### config.mk
export PLATFORM = sky130hd
export DESIGN_NAME = branch_predict_unit_flat
export DESIGN_NICKNAME = d
export VERILOG_FILES = /design/src/rtl/branch_predict_unit_pkg.sv /design/src/rtl/branch_predict_unit_if.sv /design/src/rtl/branch_predict_unit_branch_cmp.sv /design/src/rtl/branch_predict_unit.sv /design/src/flat_wrapper.sv
export SDC_FILE = /design/constraint.sdc
export NUM_CORES = 1
export LEC_CHECK = 0
export ABC_CLOCK_PERIOD_IN_PS = 13400
export CAP_MARGIN = 30
export CORE_MARGIN = 2
export CORE_UTILIZATION = 48
export DETAILED_ROUTE_END_ITERATION = 16
export PLACE_DENSITY = 0.86
export SLEW_MARGIN = 20
export SYNTH_ARGS = -nofsm -noshare
export SYNTH_HDL_FRONTEND = slang
export SYNTH_SLANG_ARGS = --single-unit
### constraint.sdc
create_clock -name clk -period 13.4 [get_ports clk]
set_clock_uncertainty 0.15 [all_clocks]
set_input_delay 2.68 -clock clk [delete_from_list [all_inputs] [get_ports clk]]
set_output_delay 2.68 -clock clk [all_outputs]
set_load 0.005 [all_outputs]
### src/rtl/branch_predict_unit_pkg.sv
// Shared encodings for the branch predict unit: condition codes and
// 2-bit saturating counter states plus the counter step helper.
package branch_predict_unit_pkg;

  typedef enum logic [3:0] {
    BR_NONE = 4'b0000,
    BR_BEQ  = 4'b0001,
    BR_SLT  = 4'b0010,
    BR_BNE  = 4'b0011,
    BR_BLEZ = 4'b0100,
    BR_BGT  = 4'b0101,
    BR_BGE  = 4'b0110,
    BR_SLTU = 4'b1000
  } br_type_e;

  typedef enum logic [1:0] {
    SNT = 2'b00,
    WNT = 2'b01,
    WT  = 2'b10,
    ST  = 2'b11
  } ctr_e;

  function automatic logic [1:0] ctr_next(input logic [1:0] c, input logic up);
    logic [1:0] n;
    n = c;
    if (up) begin
      if (c != ST) n = c + 2'd1;
    end else begin
      if (c != SNT) n = c - 2'd1;
    end
    return n;
  endfunction

endpackage

### src/rtl/branch_predict_unit_if.sv
// Fetch lookup, D-stage resolve and statistics signals of the branch predict unit.
interface branch_predict_unit_if #(
  parameter int unsigned WIDTH = 32,
  parameter int unsigned PC_W  = 32,
  parameter int unsigned CNT_W = 16
) ();
  logic [PC_W-1:0]  pc_f;
  logic             pred_taken_f;
  logic             res_valid;
  logic [PC_W-1:0]  res_pc;
  logic [WIDTH-1:0] A;
  logic [WIDTH-1:0] B;
  logic [3:0]       Type;
  logic             res_pred_taken;
  logic             taken;
  logic             mispredict;
  logic             stat_clr;
  logic [CNT_W-1:0] branch_cnt;
  logic [CNT_W-1:0] mispred_cnt;

  modport master (
    output pc_f, res_valid, res_pc, A, B, Type, res_pred_taken, stat_clr,
    input  pred_taken_f, taken, mispredict, branch_cnt, mispred_cnt
  );

  modport slave (
    input  pc_f, res_valid, res_pc, A, B, Type, res_pred_taken, stat_clr,
    output pred_taken_f, taken, mispredict, branch_cnt, mispred_cnt
  );
endinterface

### src/rtl/branch_predict_unit_branch_cmp.sv
// Combinational branch condition resolver; unknown codes are non-branches.
module branch_cmp
  import branch_predict_unit_pkg::*;
#(
  parameter int unsigned WIDTH = 32
) (
  input  logic [WIDTH-1:0] a,
  input  logic [WIDTH-1:0] b,
  input  logic [3:0]       br_type,
  output logic             taken,
  output logic             is_branch
);
  always_comb begin
    taken     = 1'b0;
    is_branch = 1'b1;
    case (br_type)
      BR_BEQ:  taken = (a == b);
      BR_SLT:  taken = ($signed(a) <  $signed(b));
      BR_BLEZ: taken = ($signed(a) <= $signed(b));
      BR_BNE:  taken = (a != b);
      BR_BGT:  taken = ($signed(a) >  $signed(b));
      BR_BGE:  taken = ($signed(a) >= $signed(b));
      BR_SLTU: taken = (a < b);
      default: is_branch = 1'b0;
    endcase
  end
endmodule

### src/rtl/branch_predict_unit.sv
// Branch predict unit: BHT of 2-bit counters read in F, trained in D,
// with misprediction flag and saturating branch/mispredict statistics.
module branch_predict_unit
  import branch_predict_unit_pkg::*;
#(
  parameter int unsigned WIDTH     = 32,
  parameter int unsigned PC_W      = 32,
  parameter int unsigned BHT_DEPTH = 16,
  parameter int unsigned CNT_W     = 16
) (
  input logic clk,
  input logic reset,
  branch_predict_unit_if.slave bus
);
  localparam int unsigned IDX = $clog2(BHT_DEPTH);

  if (BHT_DEPTH < 2 || (1 << IDX) != BHT_DEPTH) begin : g_bad_depth
    $error("BHT_DEPTH must be a power of 2 and at least 2");
  end
  if (PC_W < IDX + 2) begin : g_bad_pc_w
    $error("PC_W too narrow for the BHT index");
  end

  logic [1:0]       bht_q [BHT_DEPTH];
  logic [1:0]       bht_d [BHT_DEPTH];
  logic [CNT_W-1:0] branch_cnt_q, branch_cnt_d;
  logic [CNT_W-1:0] mispred_cnt_q, mispred_cnt_d;
  logic [IDX-1:0]   idx_f, idx_r;
  logic             taken, is_branch, upd, mispredict;

  branch_cmp #(.WIDTH(WIDTH)) u_cmp (
    .a         (bus.A),
    .b         (bus.B),
    .br_type   (bus.Type),
    .taken     (taken),
    .is_branch (is_branch)
  );

  assign idx_f      = bus.pc_f[IDX+1:2];
  assign idx_r      = bus.res_pc[IDX+1:2];
  assign upd        = bus.res_valid & is_branch;
  assign mispredict = upd & (taken != bus.res_pred_taken);

  // Lookup reads the registered table only, so a same-cycle update is not seen.
  assign bus.pred_taken_f = bht_q[idx_f][1];
  assign bus.taken        = taken;
  assign bus.mispredict   = mispredict;
  assign bus.branch_cnt   = branch_cnt_q;
  assign bus.mispred_cnt  = mispred_cnt_q;

  always_comb begin
    bht_d = bht_q;
    if (upd) bht_d[idx_r] = ctr_next(bht_q[idx_r], taken);
  end

  always_comb begin
    branch_cnt_d  = branch_cnt_q;
    mispred_cnt_d = mispred_cnt_q;
    if (bus.stat_clr) begin
      branch_cnt_d  = '0;
      mispred_cnt_d = '0;
    end else begin
      if (upd && branch_cnt_q != '1)         branch_cnt_d  = branch_cnt_q + CNT_W'(1);
      if (mispredict && mispred_cnt_q != '1) mispred_cnt_d = mispred_cnt_q + CNT_W'(1);
    end
  end

  always_ff @(posedge clk or posedge reset) begin
    if (reset) begin
      for (int unsigned i = 0; i < BHT_DEPTH; i++) bht_q[i] <= WNT;
      branch_cnt_q  <= '0;
      mispred_cnt_q <= '0;
    end else begin
      bht_q         <= bht_d;
      branch_cnt_q  <= branch_cnt_d;
      mispred_cnt_q <= mispred_cnt_d;
    end
  end
endmodule

### src/flat_wrapper.sv
// flat-port wrapper written by rule: the top's interface ports become plain ports
module branch_predict_unit_flat import branch_predict_unit_pkg::*;
#(
  parameter int unsigned WIDTH     = 32,
  parameter int unsigned PC_W      = 32,
  parameter int unsigned BHT_DEPTH = 16,
  parameter int unsigned CNT_W     = 16
)
  (clk, reset, bus_pc_f, bus_res_valid, bus_res_pc, bus_A, bus_B, bus_Type, bus_res_pred_taken, bus_stat_clr, bus_pred_taken_f, bus_taken, bus_mispredict, bus_branch_cnt, bus_mispred_cnt);
  branch_predict_unit_if #(.WIDTH(WIDTH), .PC_W(PC_W), .CNT_W(CNT_W)) bus_i ();
  input logic clk;
  input logic reset;
  input wire logic [$bits(bus_i.pc_f)-1:0] bus_pc_f;
  input wire logic [$bits(bus_i.res_valid)-1:0] bus_res_valid;
  input wire logic [$bits(bus_i.res_pc)-1:0] bus_res_pc;
  input wire logic [$bits(bus_i.A)-1:0] bus_A;
  input wire logic [$bits(bus_i.B)-1:0] bus_B;
  input wire logic [$bits(bus_i.Type)-1:0] bus_Type;
  input wire logic [$bits(bus_i.res_pred_taken)-1:0] bus_res_pred_taken;
  input wire logic [$bits(bus_i.stat_clr)-1:0] bus_stat_clr;
  output wire logic [$bits(bus_i.pred_taken_f)-1:0] bus_pred_taken_f;
  output wire logic [$bits(bus_i.taken)-1:0] bus_taken;
  output wire logic [$bits(bus_i.mispredict)-1:0] bus_mispredict;
  output wire logic [$bits(bus_i.branch_cnt)-1:0] bus_branch_cnt;
  output wire logic [$bits(bus_i.mispred_cnt)-1:0] bus_mispred_cnt;
  assign bus_i.pc_f = bus_pc_f;
  assign bus_i.res_valid = bus_res_valid;
  assign bus_i.res_pc = bus_res_pc;
  assign bus_i.A = bus_A;
  assign bus_i.B = bus_B;
  assign bus_i.Type = bus_Type;
  assign bus_i.res_pred_taken = bus_res_pred_taken;
  assign bus_i.stat_clr = bus_stat_clr;
  assign bus_pred_taken_f = bus_i.pred_taken_f;
  assign bus_taken = bus_i.taken;
  assign bus_mispredict = bus_i.mispredict;
  assign bus_branch_cnt = bus_i.branch_cnt;
  assign bus_mispred_cnt = bus_i.mispred_cnt;
  branch_predict_unit #(.WIDTH(WIDTH), .PC_W(PC_W), .BHT_DEPTH(BHT_DEPTH), .CNT_W(CNT_W)) u_core (.clk(clk), .reset(reset), .bus(bus_i));
endmodule
=== Word level (Yosys, flattened, before mapping) ===
Index checks and enable logic that the tools add are counted.

* Output and inout bits: 35
* Flip-flop bits (word level): 64
* Logic and storage cells: 73
* Input port bits: 137

* Reductions and logical operators: 7
* Eq/ne operators: 13
* $add $sub $neg: 4
* Magnitude comparators: 8
* Bitwise logic cells: 4
* Multiplexer cells: 19

{| class="wikitable"
|+ Operators by type and width
! cell !! number
|-
| $lt 32x32->1 || 2
|-
| $mux 16 || 4
|-
| $add 16x1->16 const B || 2
|-
| $bwmux 32 || 1
|-
| $eq 32x32->1 || 1
|-
| $ge 32x32->1 || 1
|-
| $gt 32x32->1 || 1
|-
| $le 32x32->1 || 1
|-
| $ne 16x16->1 const B || 2
|-
| $ne 32x32->1 || 1
|-
| $mux 2 || 9
|-
| $bmux 2 s4 || 2
|-
| $eq 4x3->1 const B || 3
|-
| $ge 5x5->1 const B || 2
|-
| $not 4->5 || 2
|-
| $demux 2 s4 || 1
|-
| $eq 4x2->1 const B || 2
|-
| $pmux 1 s7 || 1
|-
| $reduce_or 7->1 || 1
|-
| $reduce_bool 2->1 || 3
|-
| $lt 5x1->1 const B || 1
|-
| $eq 4x1->1 const B || 1
|-
| $eq 4x4->1 const B || 1
|-
| $logic_and 1x1->1 || 3
|-
| 6 further kinds || 7
|}

=== Longest topological paths before layout ===
Gate-level depths: netlist of the first run.

* Word-level depth: 9
* Mapped depth: 16
* Depth with buffers taken out: 14

=== By module ===
A second synthesis of the first run with hierarchy kept.

* Cell total of the unflattened synthesis: 480
* Area, all modules: 4753.3 µm²

{| class="wikitable"
|+ Modules (own cells, without submodules)
! module !! cells each !! seq. area each (µm²) !! area each (µm²) !! instances
|-
| branch_predict_unit || 334 || 1621.6 || 3682.3 || 1
|-
| branch_cmp || 146 || 0.0 || 1071.0 || 1
|}

=== Worst setup path after synthesis of the first run ===
Ideal clock, no wire load.

* Path type: input-to-output
* Start: input bus_B[14]
* End: output bus_mispredict
* Buffers on the path: 2
* Setup slack: 5.430 ns
* Arrival: 5.140 ns
* Data required time: 10.570 ns
* Cell stages on the path: 15
* Cells stage by stage: inv_1 -> ha_1 -> nand4_2 -> nor4_2 -> a21boi_1 -> o31ai_1 -> a21o_1 -> and3_1 -> o41ai_1 -> and3_1 -> buf_6 -> inv_6 -> xnor2_4 -> buf_6 -> nor2_1

* Cells in the longest elaborated chain, start to end: 4
* Elaborated cells between the ends (all ways): 10
* Those cells by class: order compare: 5; eq/ne: 3; mux: 1; bitwise: 1

{| class="wikitable"
|+ RTL lines
! item !! line !! RTL
|-
| start, declared || flat_wrapper.sv:17 || <nowiki>input wire logic [$bits(bus_i.B)-1:0] bus_B;</nowiki>
|-
| $lt 32x32->1, or another cell as far along || branch_predict_unit_branch_cmp.sv:23 || <nowiki>BR_SLTU: taken = (a < b);</nowiki>
|-
| $pmux 1 s7 (*) || branch_predict_unit_branch_cmp.sv:16 || <nowiki>case (br_type)</nowiki>
|-
| named net bus_taken || flat_wrapper.sv:22 || <nowiki>output wire logic [$bits(bus_i.taken)-1:0] bus_taken;</nowiki>
|-
| $ne 1x1->1 (*) || branch_predict_unit.sv:42 || <nowiki>assign mispredict = upd & (taken != bus.res_pred_taken);</nowiki>
|-
| $and 1x1->1 (*) || branch_predict_unit.sv:42 ||
|-
| end, declared || flat_wrapper.sv:23 || <nowiki>output wire logic [$bits(bus_i.mispredict)-1:0] bus_mispredict;</nowiki>
|}

Mark *: on every way through the listed nets, which the timed path passes. The rest lies on a longest branch.

=== Final worst setup path of the first run ===
* Start: input bus_B[17]
* End: output bus_mispredict

* Cells in the longest elaborated chain, start to end: 4
* Elaborated cells between the ends (all ways): 10
* Those cells by class: order compare: 5; eq/ne: 3; mux: 1; bitwise: 1

{| class="wikitable"
|+ RTL lines
! item !! line
|-
| $lt 32x32->1, or another cell as far along || branch_predict_unit_branch_cmp.sv:23
|-
| $pmux 1 s7 (*) || branch_predict_unit_branch_cmp.sv:16
|-
| $ne 1x1->1 (*) || branch_predict_unit.sv:42
|-
| $and 1x1->1 (*) || branch_predict_unit.sv:42
|}

Every way passes the cells marked *; elsewhere a longest branch is shown, timed or not.

==> results by group, run 1 <==
Placed design
  – Gpl congestion: 0.8617
  – Number of buffers added on ports: 115
  – Cell Count Post-Placement: 663
  – HPWL after detailed placement: 8317 µm

Clocking
  – Post-CTS clock slew at the launch and capture registers of the worst setup and hold paths: 0.06 ns
  – Cell at the root of the clock tree: sky130_fd_sc_hd__clkbuf_8
  – Count of cells resized by post-cts repair: 0
  – Number of buffers created by CTS: 9
  – TritonCTS clock tree: built
  – Hold_buf cts: 0
  – Number of setup buffers added after CTS: 0
  – H-Tree Depth: 3
  – Clk buf depth: 2
  – Clock tree sinks: 64
  – Source-to-sink clock delay at the later pin of the worst-skew pair: 0.34 ns

Logic synthesis
  – Syn_nets: 622
  – Portion of the post-synthesis area used by sequential elements: 35.98%
  – Post-Synthesis Cell Area: 0.004507 mm²
  – Synth top area share: 26.65%
  – Seq cells post-synth: 64
  – Primary flip-flop cell chosen by synthesis mapping: sky130_fd_sc_hd__dfrtp_1
  – Number of flops mapped to enable cells by yosys: 0
  – Synthesis warning total: 0
  – Avg Cell Area, Syn: 9.993 µm²
  – Largest cells by area after synthesis: sky130_fd_sc_hd__dfrtp_1, sky130_fd_sc_hd__ha_1, sky130_fd_sc_hd__dfstp_2, sky130_fd_sc_hd__mux2_2, sky130_fd_sc_hd__mux4_2
  – Post-synthesis async set-or-reset flop share: 100.0%
  – Distinct cell type count after synthesis: 53
  – Count of mapped cells out of synthesis: 451
  – Synth area leader: sky130_fd_sc_hd__dfrtp_1

Timing
  – Setup repair after global routing missed its margin: no
  – Achievable clock frequency: 106.1 MHz
  – Max-slew violation count: 0
  – Slew at the pin closest to its max-slew limit: 0.7732 ns
  – TNS Setup: 0 ns
  – Number of hold violations in the final report: 0
  – Slew headroom: 48.46%
  – Fin crit share: 70.32%
  – Final number of setup-violating endpoints: 0
  – Final worst path period need: 9.423 ns

Setup path
  – Data required time at the worst endpoint: 10.57 ns
  – Worst path arrival time: 6.59 ns
  – Capturing element type of the critical path: output port
  – Maximum fanout encountered on the critical timing path: 19
  – Critical path launch point type: primary input
  – Startpoint-to-endpoint class of the critical path: primary input to output port

Die
  – Floorplan die area: 0.01018 mm²
  – Die W: 100.9 µm
  – Floorplan core area: 0.009153 mm²
  – Initial core utilization: 49.24%
  – Ports: 172
  – Die extent in y: 100.9 µm
  – Site Rows: 35

Finish
  – Area taken by multi-input logic gates: 0.002639 mm²
  – Final Instance Count excl. Fillers: 678
  – Final nets: 734
  – Total area of sequential cells: 0.001622 mm²
  – Number of fillers in the final layout: 712
  – Relative area change from synthesis to final layout: 30.84%
  – Diodes inserted: 0
  – Fraction of layout instances using a drive strength above 1: 16.05%

Routing
  – Detail-routed net length per standard cell: 15.98 µm
  – Post-detailed-route DRC marker count: 0
  – Met2 wire len: 5327 µm
  – Met3 wirelength from detailed routing: 824 µm
  – Via total after detailed routing: 3846
  – Vias/cell: 5.673
  – DR iter-0 viols: 238
  – Remaining antenna violation count: 0
  – Pre-Repair DR Iteration Count: 6
  – Length of routed wiring on met1: 4477 µm
  – Wire length reported by the detailed router: 10830 µm
  – Top layer in use: met4

Pwr
  – Power density over the cells: 76.59 mW/mm²
  – Leakage power total: 2.587 nW
  – Worst vdd ir: 0.07444 mV

GRT
  – Largest net degree at the start of global routing: 65
  – Global-route wire length before repair: 17190 µm
  – Final global-route overflow total: 0
  – Number of global-route vias before repair: 3707
  – Number of antenna violations at the first check in global routing: 0
  – GRT Overall Usage: 21.24%

Run status
  – Status: complete, no violations

Hold path
  – Worst min-delay path class: register to register

Flow run
  – Max Cap Viol: 0
through the flow:
step                      setup WS (ns)  instance area [µm²]  util, %  power (W)  hold WS [ns]
final                             3.977                 5897    64.43  0.0004517        0.3820
after global routing              3.649                 5897    64.43  0.0004720        0.3981
after CTS                         3.931                 5897    64.43  0.0004552        0.3800
after detailed placement          3.958                 5720    62.50  0.0003063        0.3654
after global placement            4.023                 5720    62.50  0.0003017        0.3559
after floorplan                   5.430                 4507        -  0.0002668        0.3410
worst paths after layout:
path | start | endpoint | slack [ns] | depth (start not counted)
worst max-delay path | bus_B[17] | bus_mispredict | 3.98 | 15
worst min register to register | u_core.bht_q[27] | u_core.bht_q[27] | 0.38 | 1
min in group asynchronous | reset | u_core.bht_q[1] | 2.73 | 3
worst max register to register | u_core.bus.mispred_cnt[5] | u_core.bus.mispred_cnt[3] | 10.47 | 11
worst min-delay path | u_core.bht_q[27] | u_core.bht_q[27] | 0.38 | 1
max in group asynchronous | reset | u_core.bus.mispred_cnt[11] | 9.86 | 3
state kept, by name, summed over array words and instances, names as in the netlist:
| signal | cells |
|---|---|
| u_core.bht_q | 32 |
| u_core.bus.branch_cnt | 16 |
| u_core.bus.mispred_cnt | 16 |
kinds of logic (layout without fill, tap and decap cells):
family | Yosys count | in the layout | synth area share (%)
flip-flops | 64 | 64 | 35.98
AND/OR/NAND/NOR | 163 | 163 | 19.41
XOR/XNOR | 17 | 17 | 3.720
AO/OA/AOI/OAI | 60 | 60 | 8.190
buffers and inverters | 56 | 172 | 5.469
multiplexers | 57 | 57 | 17.80
adder cells (fa/ha/maj) | 34 | 34 | 9.439
layer usage:
layer | vias up | global-route usage, %
met1 | 1829 | 25.67
met2 | 154 | 37.59
li1 | 1844 | -
met5 | - | 0
met3 | 19 | 4.161
met4 | 0 | 7.692
cells in the mapped netlist, types with 8 or more instances:
library cell               instances
sky130_fd_sc_hd__mux4_2           15
sky130_fd_sc_hd__inv_1            39
sky130_fd_sc_hd__nor2b_1           8
sky130_fd_sc_hd__dfrtp_1          48
sky130_fd_sc_hd__nand2_1          32
sky130_fd_sc_hd__mux2_2           33
sky130_fd_sc_hd__a21oi_1          27
sky130_fd_sc_hd__nand3_1          21
sky130_fd_sc_hd__o21ai_0           9
sky130_fd_sc_hd__nand4_1          10
sky130_fd_sc_hd__dfstp_2          16
sky130_fd_sc_hd__clkbuf_1          9
sky130_fd_sc_hd__xor2_1           10
sky130_fd_sc_hd__and3_1            9
sky130_fd_sc_hd__ha_1             34
sky130_fd_sc_hd__nor2_1           41
sky130_fd_sc_hd__or3_1             8
worst max-delay path, cell delays in order:
cell                              delay (ns)
sky130_fd_sc_hd__clkdlybuf4s50_1        0.50
sky130_fd_sc_hd__inv_1                  0.06
sky130_fd_sc_hd__ha_1                   0.30
sky130_fd_sc_hd__a21o_1                 0.18
sky130_fd_sc_hd__nand3_1                0.07
sky130_fd_sc_hd__a2111oi_0              0.10
sky130_fd_sc_hd__nor4_1                 0.49
sky130_fd_sc_hd__nand3_1                0.21
sky130_fd_sc_hd__and3_1                 0.19
sky130_fd_sc_hd__o41ai_1                0.30
sky130_fd_sc_hd__and3_1                 0.49
sky130_fd_sc_hd__inv_6                  0.09
sky130_fd_sc_hd__xnor2_4                0.40
sky130_fd_sc_hd__nor2_1                 0.07
sky130_fd_sc_hd__clkdlybuf4s50_1        0.47
report_power, final:
part / total, W / switching, W / internal [W]
clock: 0.000149 / 0.0000676 / 0.0000816
combinational: 0.0000930 / 0.0000439 / 0.0000492
sequential: 0.000209 / 0.00000425 / 0.000205
layout by cell type (no fill, tap or decap), types with 2 or more instances in the layout:
cell type and n:
sky130_fd_sc_hd__o21ai_2 2, sky130_fd_sc_hd__ha_1 34, sky130_fd_sc_hd__clkbuf_8 12, sky130_fd_sc_hd__dfstp_2 16, sky130_fd_sc_hd__and3_1 9, sky130_fd_sc_hd__mux2_1 2, sky130_fd_sc_hd__or4b_1 3, sky130_fd_sc_hd__mux2_2 33
sky130_fd_sc_hd__nor3_1 7, sky130_fd_sc_hd__dfrtp_1 48, sky130_fd_sc_hd__o21ai_1 2, sky130_fd_sc_hd__a21oi_2 2, sky130_fd_sc_hd__clkdlybuf4s50_1 115, sky130_fd_sc_hd__nand2_1 32, sky130_fd_sc_hd__inv_1 38, sky130_fd_sc_hd__nand2b_1 5
sky130_fd_sc_hd__a21oi_1 27, sky130_fd_sc_hd__and2_1 2, sky130_fd_sc_hd__nor2b_1 8, sky130_fd_sc_hd__o21ai_0 9, sky130_fd_sc_hd__buf_4 2, sky130_fd_sc_hd__xor2_1 10, sky130_fd_sc_hd__nor2_1 41, sky130_fd_sc_hd__xnor2_1 6
sky130_fd_sc_hd__clkbuf_1 3, sky130_fd_sc_hd__nand4_1 10, sky130_fd_sc_hd__or3_1 8, sky130_fd_sc_hd__o41ai_1 4, sky130_fd_sc_hd__a21o_1 6, sky130_fd_sc_hd__nand3_1 21, sky130_fd_sc_hd__mux2i_1 7, sky130_fd_sc_hd__nor4_1 5
sky130_fd_sc_hd__or4_1 2, sky130_fd_sc_hd__o31ai_1 2, sky130_fd_sc_hd__mux4_2 15
area by class of cell:
type | count | share of cell area [%]
clock buffer | 15 | 2.992
tap | 111 | 2.355
timing repair buffer | 117 | 19.78
sequential | 64 | 27.50
multi-input combinational | 331 | 44.75
inverter | 40 | 2.631
Note: power is estimated with default switching activity, not from simulation.
==> run 2, diff against run 1 <==
--- a/config.mk
+++ b/config.mk
@@ -5,12 +5,12 @@
 export SDC_FILE = /design/constraint.sdc
 export NUM_CORES = 1
 export LEC_CHECK = 0
-export ABC_CLOCK_PERIOD_IN_PS = 13400
+export ABC_CLOCK_PERIOD_IN_PS = 7700
 export CAP_MARGIN = 30
 export CORE_MARGIN = 2
-export CORE_UTILIZATION = 48
+export CORE_UTILIZATION = 41
 export DETAILED_ROUTE_END_ITERATION = 16
-export PLACE_DENSITY = 0.86
+export PLACE_DENSITY = 0.78
 export SLEW_MARGIN = 20
 export SYNTH_ARGS = -nofsm -noshare
 export SYNTH_HDL_FRONTEND = slang
==> constraint.sdc (replaced) <==
create_clock -name clk -period 7.7 [get_ports clk]
set_clock_uncertainty 0.15 [all_clocks]
set_input_delay 1.54 -clock clk [delete_from_list [all_inputs] [get_ports clk]]
set_output_delay 1.54 -clock clk [all_outputs]
set_load 0.005 [all_outputs]
==> results by group, run 2 (same netlist as run 1, synthesis figures left out) <==
Run status
  – Status: complete, no violations

Timing
  – Slew at the pin closest to its max-slew limit: 0.8062 ns (+0.03307 ns)
  – Max-slew violation count: 0 (unchanged)
  – Final worst setup slack: 0.7877 ns (-3.189 ns)
  – Slew headroom: 46.25% (-2.2 points)
  – Final number of setup-violating endpoints: 0 (unchanged)
  – Achievable clock frequency: 144.7 MHz
  – Number of hold violations in the final report: 0 (unchanged)
  – Setup repair after global routing missed its margin: no
  – Fin crit share: 89.77%
  – TNS Setup: 0 ns (unchanged)
  – Final worst path period need: 6.912 ns

Clocking
  – Number of buffers created by CTS: 9 (unchanged)
  – Post-CTS clock slew at the launch and capture registers of the worst setup and hold paths: 0.06 ns (about the same)
  – Clk buf depth: 2 (unchanged)
  – Number of setup buffers added after CTS: 0 (unchanged)
  – Source-to-sink clock delay at the later pin of the worst-skew pair: 0.34 ns (about the same)
  – Cell at the root of the clock tree: sky130_fd_sc_hd__clkbuf_8
  – Count of cells resized by post-cts repair: 0 (unchanged)
  – Clock tree sinks: 64 (unchanged)
  – Hold_buf cts: 0 (unchanged)
  – TritonCTS clock tree: built
  – H-Tree Depth: 3 (unchanged)

Routing
  – Wire length reported by the detailed router: 10930 µm (+0.90%)
  – Remaining antenna violation count: 0 (unchanged)
  – Pre-Repair DR Iteration Count: 5 (-1)
  – DR iter-0 viols: 238 (unchanged)
  – Vias/cell: 5.410 (-4.6%)
  – Via total after detailed routing: 3836 (-0.26%)
  – Detail-routed net length per standard cell: 15.42 µm (-3.5%)
  – Post-detailed-route DRC marker count: 0 (unchanged)

Placed design
  – Number of buffers added on ports: 115 (unchanged)
  – HPWL after detailed placement: 8273 µm (-0.53%)
  – Placed Instance Area: 0.005764 mm² (+0.77%)
  – Worst slack, placed: 0.7919 ns (-3.166 ns)
  – Gpl congestion: 0.8456 (-1.9%)

Pwr
  – Power Total: 0.0007761 W (+72%)
  – Part of the total power dissipated in sequential elements: 46.9% (+0.5 points)
  – Leakage power total: 2.583 nW (-0.14%)
  – Worst vdd ir: 0.09681 mV (+30%)
  – P_sw: 0.0002069 W (+79%)
  – Power density over the cells: 131.0 mW/mm² (+71%)
  – Switching part of the total power: 26.66% (+1.0 points)
  – P_int: 0.0005692 W (+69%)
  – Part of the power in combinational logic: 21.1% (+0.5 points)
  – Share of power burned in the clock network: 32.0% (-1.0 points)

Finish
  – Final nets: 735 (+0.14%)
  – Relative area change from synthesis to final layout: 31.48%
  – Fraction of layout instances using a drive strength above 1: 15.99% (-0.056 points)
  – Most flops, register: u_core.bht_q
  – Number of flip-flops in the largest register: 32 (unchanged)
  – Post-layout util: 54.90% (-9.5 points)
  – Most used cells in the layout excluding fill and tap cells: sky130_fd_sc_hd__clkdlybuf4s50_1, sky130_fd_sc_hd__dfrtp_1, sky130_fd_sc_hd__nor2_1
  – Diodes inserted: 0 (unchanged)
  – Final non-filler cell area: 0.005926 mm² (+0.49%)
  – Most frequent standard cell in the layout excluding fill and tap cells: sky130_fd_sc_hd__clkdlybuf4s50_1

GRT
  – Number of antenna violations at the first check in global routing: 0 (unchanged)
  – Number of global-route vias before repair: 3746 (+1.1%)
  – GRT Overall Usage: 18.64% (-2.6 points)
  – Final global-route overflow total: 0 (unchanged)
  – Global-route wire length before repair: 17320 µm (+0.77%)
  – Largest net degree at the start of global routing: 65 (unchanged)

Die
  – Floorplan core area: 0.01079 mm² (+18%)
  – Initial core utilization: 41.76% (-7.5 points)
  – Site Rows: 38 (+8.6%)
  – Ports: 172 (unchanged)
  – Die extent in y: 108.8 µm (+7.9%)
  – Floorplan die area: 0.01185 mm² (+16%)
  – Die W: 108.8 µm (+7.9%)

Setup path
  – Maximum fanout encountered on the critical timing path: 19 (unchanged)
  – Critical path launch point type: primary input
  – Startpoint-to-endpoint class of the critical path: primary input to output port
  – Capturing element type of the critical path: output port
  – Data required time at the worst endpoint: 6.01 ns (-4.56 ns)
  – Worst path arrival time: 5.22 ns (-1.37 ns)

Hold path
  – Worst min-delay path class: register to register

Flow run
  – Max Cap Viol: 0 (unchanged)
## run 2: final timing paths
path / from / end / slack, ns / cells past startpoint
worst max-delay path: bus_B[17] / bus_mispredict / 0.79 / 15
worst min-delay path: u_core.bht_q[23] / u_core.bht_q[23] / 0.38 / 1
worst max register to register: u_core.bus.mispred_cnt[5] / u_core.bus.mispred_cnt[3] / 4.76 / 11
worst min register to register: u_core.bht_q[23] / u_core.bht_q[23] / 0.38 / 1
max in group asynchronous: reset / u_core.bus.mispred_cnt[8] / 5.27 / 3
min in group asynchronous: reset / u_core.bht_q[3] / 1.60 / 3
## run 2: layer usage
metal	GRT usage (%)	part of all wire [%]	vias up
met5	0	0	-
met4	7.967	2.4	0
met3	4.483	8.9	18
met2	32.41	48	150
met1	21.95	41	1814
li1	-	-	1854
## run 2: layout make-up
type / instances / area [µm²]
fill: 947 / 4867
multi-input combinational: 331 / 2639
sequential: 64 / 1622
timing repair buffer: 118 / 1174
tap: 140 / 175.2
clock buffer: 15 / 156.4
inverter: 40 / 155.1
clock inverter: 1 / 5.005
## run 2: metrics by stage
step,hold slack (ns),cells
floorplan,0.3410,451
global placement,0.3550,693
detailed placement,0.3612,693
CTS,0.3754,709
global route,0.3939,709
finish,0.3770,709
## run 2: power groups by stage
stage	logic [W]	registers, W	clock network (W)
after floorplan	0.0000966	0.000368	0
after global placement	0.000158	0.000369	0
after detailed placement	0.000164	0.000370	0
after CTS	0.000165	0.000364	0.000258
after global routing	0.000180	0.000366	0.000269
final	0.000163	0.000364	0.000248
## run 2: critical path: stages
cell and delay [ns]:
sky130_fd_sc_hd__clkdlybuf4s50_1 0.45, sky130_fd_sc_hd__inv_1 0.04, sky130_fd_sc_hd__ha_1 0.30, sky130_fd_sc_hd__a21o_1 0.18
sky130_fd_sc_hd__nand3_1 0.08, sky130_fd_sc_hd__a2111oi_0 0.10, sky130_fd_sc_hd__nor4_1 0.51, sky130_fd_sc_hd__nand3_1 0.21
sky130_fd_sc_hd__and3_1 0.19, sky130_fd_sc_hd__o41ai_1 0.30, sky130_fd_sc_hd__and3_1 0.30, sky130_fd_sc_hd__inv_6 0.07
sky130_fd_sc_hd__xnor2_4 0.40, sky130_fd_sc_hd__nor2_1 0.07, sky130_fd_sc_hd__clkdlybuf4s50_1 0.46
==> run 3, diff against run 2 <==
--- a/config.mk
+++ b/config.mk
@@ -5,12 +5,13 @@
 export SDC_FILE = /design/constraint.sdc
 export NUM_CORES = 1
 export LEC_CHECK = 0
+export ABC_AREA = 1
 export ABC_CLOCK_PERIOD_IN_PS = 7700
 export CAP_MARGIN = 30
 export CORE_MARGIN = 2
-export CORE_UTILIZATION = 41
+export CORE_UTILIZATION = 42
 export DETAILED_ROUTE_END_ITERATION = 16
-export PLACE_DENSITY = 0.78
+export PLACE_DENSITY = 0.79
 export SLEW_MARGIN = 20
 export SYNTH_ARGS = -nofsm -noshare
 export SYNTH_HDL_FRONTEND = slang
==> results by group, run 3 <==
Logic synthesis
  – Number of flops mapped to enable cells by yosys: 0 (unchanged)
  – Post-synthesis async set-or-reset flop share: 100.0% (unchanged)
  – Synth top area share: 24.95% (-1.7 points)
  – Top cells by instance count after synthesis: sky130_fd_sc_hd__nand2_1, sky130_fd_sc_hd__inv_1, sky130_fd_sc_hd__nor2_1
  – Distinct cell type count after synthesis: 46 (-13%)
  – Seq cells post-synth: 64 (unchanged)
  – Avg Cell Area, Syn: 7.453 µm² (-25%)
  – Synthesis warning total: 0 (unchanged)
  – Largest cells by area after synthesis: sky130_fd_sc_hd__dfrtp_1, sky130_fd_sc_hd__nand2_1, sky130_fd_sc_hd__inv_1, sky130_fd_sc_hd__ha_1, sky130_fd_sc_hd__dfstp_2
  – Portion of the post-synthesis area used by sequential elements: 33.68% (-2.3 points)
  – Count of mapped cells out of synthesis: 646 (+43%)
  – Syn_nets: 817 (+31%)
  – Primary flip-flop cell chosen by synthesis mapping: sky130_fd_sc_hd__dfrtp_1
  – Synth area leader: sky130_fd_sc_hd__dfrtp_1
  – Post-Synthesis Cell Area: 0.004815 mm² (+6.8%)
  – Most numerous cell in the Yosys netlist: sky130_fd_sc_hd__nand2_1

Setup path
  – Startpoint-to-endpoint class of the critical path: primary input to output port
  – Critical path launch point type: primary input
  – Capturing element type of the critical path: output port
  – Depth of the most critical reg-to-reg path: 11 (unchanged)
  – Maximum fanout encountered on the critical timing path: 17 (-2)
  – Data required time at the worst endpoint: 6.01 ns (about the same)
  – Worst path arrival time: 4.48 ns (-0.74 ns)

Timing
  – Max-slew violation count: 0 (unchanged)
  – Final number of setup-violating endpoints: 0 (unchanged)
  – Setup repair after global routing missed its margin: no
  – Final worst path period need: 6.170 ns (-0.7426 ns)
  – Slew at the pin closest to its max-slew limit: 0.8038 ns (-0.002451 ns)
  – Achievable clock frequency: 162.1 MHz (+12%)
  – Worst hold-check slack: 0.3349 ns (-0.04207 ns)
  – Number of hold violations in the final report: 0 (unchanged)
  – Slew headroom: 46.42% (+0.16 points)
  – Fin crit share: 80.13% (-9.6 points)
  – TNS Setup: 0 ns (unchanged)

Die
  – Site Rows: 39 (+2.6%)
  – Die extent in y: 111.1 µm (+2.0%)
  – Floorplan die area: 0.01234 mm² (+4.1%)
  – Floorplan core area: 0.01132 mm² (+4.9%)
  – Ports: 172 (unchanged)
  – Die W: 111.1 µm (+2.0%)
  – Initial core utilization: 42.53% (+0.77 points)

Finish
  – Relative area change from synthesis to final layout: 32.20%
  – Fraction of layout instances using a drive strength above 1: 9.115% (-6.9 points)
  – Number of flip-flops in the largest register: 32 (unchanged)
  – Diodes inserted: 0 (unchanged)
  – Most used cells in the layout excluding fill and tap cells: sky130_fd_sc_hd__nand2_1, sky130_fd_sc_hd__inv_1, sky130_fd_sc_hd__clkdlybuf4s50_1
  – Final nets: 934 (+27%)
  – Most flops, register: u_core.bht_q
  – Most frequent standard cell in the layout excluding fill and tap cells: sky130_fd_sc_hd__nand2_1

Clocking
  – Clk buf depth: 2 (unchanged)
  – Number of setup buffers added after CTS: 0 (unchanged)
  – Number of buffers created by CTS: 9 (unchanged)
  – Hold_buf cts: 0 (unchanged)
  – Source-to-sink clock delay at the later pin of the worst-skew pair: 0.33 ns (about the same)
  – Cell at the root of the clock tree: sky130_fd_sc_hd__clkbuf_16
  – Count of cells resized by post-cts repair: 0 (unchanged)
  – H-Tree Depth: 3 (unchanged)
  – Post-CTS clock slew at the launch and capture registers of the worst setup and hold paths: 0.05 ns (about the same)
  – Clock tree sinks: 64 (unchanged)
  – TritonCTS clock tree: built

Flow run
  – Max Cap Viol: 0 (unchanged)

GRT
  – Global-route wire length before repair: 19710 µm (+14%)
  – GRT Overall Usage: 19.21% (+0.57 points)
  – Number of global-route vias before repair: 4335 (+16%)
  – Number of antenna violations at the first check in global routing: 0 (unchanged)
  – Final global-route overflow total: 0 (unchanged)
  – Largest net degree at the start of global routing: 65 (unchanged)

Routing
  – Wire length reported by the detailed router: 11390 µm (+4.2%)
  – Detail-routed net length per standard cell: 12.50 µm (-19%)
  – Via total after detailed routing: 4535 (+18%)
  – Remaining antenna violation count: 0 (unchanged)
  – DR iter-0 viols: 163 (-32%)
  – Vias/cell: 4.978 (-8.0%)
  – Pre-Repair DR Iteration Count: 4 (-1)
  – Post-detailed-route DRC marker count: 0 (unchanged)

Run status
  – Status: complete, no violations

Pwr
  – Leakage power total: 3.063 nW (+19%)
  – Power density over the cells: 164.7 mW/mm² (+26%)
  – Worst vdd ir: 0.09113 mV (-5.9%)

Placed design
  – Number of buffers added on ports: 115 (unchanged)
  – Gpl congestion: 0.9190 (+8.7%)
  – HPWL after detailed placement: 8641 µm (+4.4%)

Hold path
  – Cells on Worst Hold Path: 2 (+1)
  – Worst min-delay path class: register to register
[run 3: cell count changes after synthesis, moves of 9 or more]
cell / delta
sky130_fd_sc_hd__mux4_2: -15
sky130_fd_sc_hd__and3_1: -9
sky130_fd_sc_hd__a22oi_1: +12
sky130_fd_sc_hd__inv_1: +79
sky130_fd_sc_hd__mux2_2: -33
sky130_fd_sc_hd__nand3_2: +11
sky130_fd_sc_hd__o21ai_0: +16
sky130_fd_sc_hd__nor2_1: +16
sky130_fd_sc_hd__nand2_1: +115
sky130_fd_sc_hd__nand4_1: +13
[run 3: logic make-up (layout without fill, tap and decap cells)]
group	after synthesis	in the layout	share of synthesized area [%]
compound gates	108	108	14.42
xor+xnor	8	8	1.455
fa+ha+maj	34	34	8.836
buf+inv	132	254	11.17
flops	64	64	33.68
mux	8	8	1.663
simple gates	292	292	28.77
[run 3: metrics by stage]
step                 power, W  setup slack (ns)  instance area (µm²)  utilization [%]  instances
floorplan           0.0005690             2.779                 4815                -        646
global placement    0.0006481             1.511                 6076            53.67        895
detailed placement  0.0006551             1.508                 6076            53.67        895
CTS                  0.001059             1.486                 6365            56.22        911
global route         0.001112             1.296                 6365            56.22        911
finish               0.001049             1.530                 6365            56.22        911
[run 3: routing by layer]
metal  up-vias  GRT usage [%]  part of all wire [%]
li1       2350              -                     -
met1      2066          24.69                    45
met2       102          32.68                    48
met3        17          4.101                   4.8
met4         0          5.679                   1.7
met5         -              0                     0
[run 3: report_power, final]
group          switching (W)  total (W)  internal [W]
clock network       0.000151   0.000400      0.000249
logic               0.000124   0.000230      0.000107
registers          0.0000244   0.000418      0.000394
total               0.000299    0.00105      0.000749
[run 3: worst max-delay path: stages]
cell and delay, ns:
sky130_fd_sc_hd__clkdlybuf4s50_1 0.45, sky130_fd_sc_hd__inv_1 0.04, sky130_fd_sc_hd__ha_1 0.35, sky130_fd_sc_hd__a21oi_1 0.18, sky130_fd_sc_hd__o21a_1 0.13, sky130_fd_sc_hd__nand2_1 0.06
sky130_fd_sc_hd__a21oi_2 0.18, sky130_fd_sc_hd__nand2_1 0.09, sky130_fd_sc_hd__nand2_1 0.09, sky130_fd_sc_hd__nand3_1 0.07, sky130_fd_sc_hd__nand2_1 0.08, sky130_fd_sc_hd__inv_2 0.06
sky130_fd_sc_hd__nor2_8 0.12, sky130_fd_sc_hd__a21oi_2 0.09, sky130_fd_sc_hd__nor2_4 0.36, sky130_fd_sc_hd__clkdlybuf4s50_1 0.58
[run 3: final cells by class]
type	count	area, µm²
clock buffer	10	229.0
tap	143	178.9
sequential	64	1622
multi-input combinational	450	2655
fill	1030	4956
timing repair buffer	117	1166
clock inverter	6	60.06
inverter	121	454.2
[run 3: worst paths after layout]
| path | start | to | slack (ns) |
|---|---|---|---|
| max | bus_B[31] | bus_mispredict | 1.53 |
| min | u_core.bht_q[28] | u_core.bht_q[28] | 0.33 |
| max reg2reg | u_core.bus.mispred_cnt[0] | u_core.bus.mispred_cnt[13] | 4.86 |
| min reg2reg | u_core.bht_q[28] | u_core.bht_q[28] | 0.33 |
| max in group asynchronous | reset | u_core.bht_q[19] | 5.25 |
| min in group asynchronous | reset | u_core.bus.branch_cnt[13] | 1.62 |
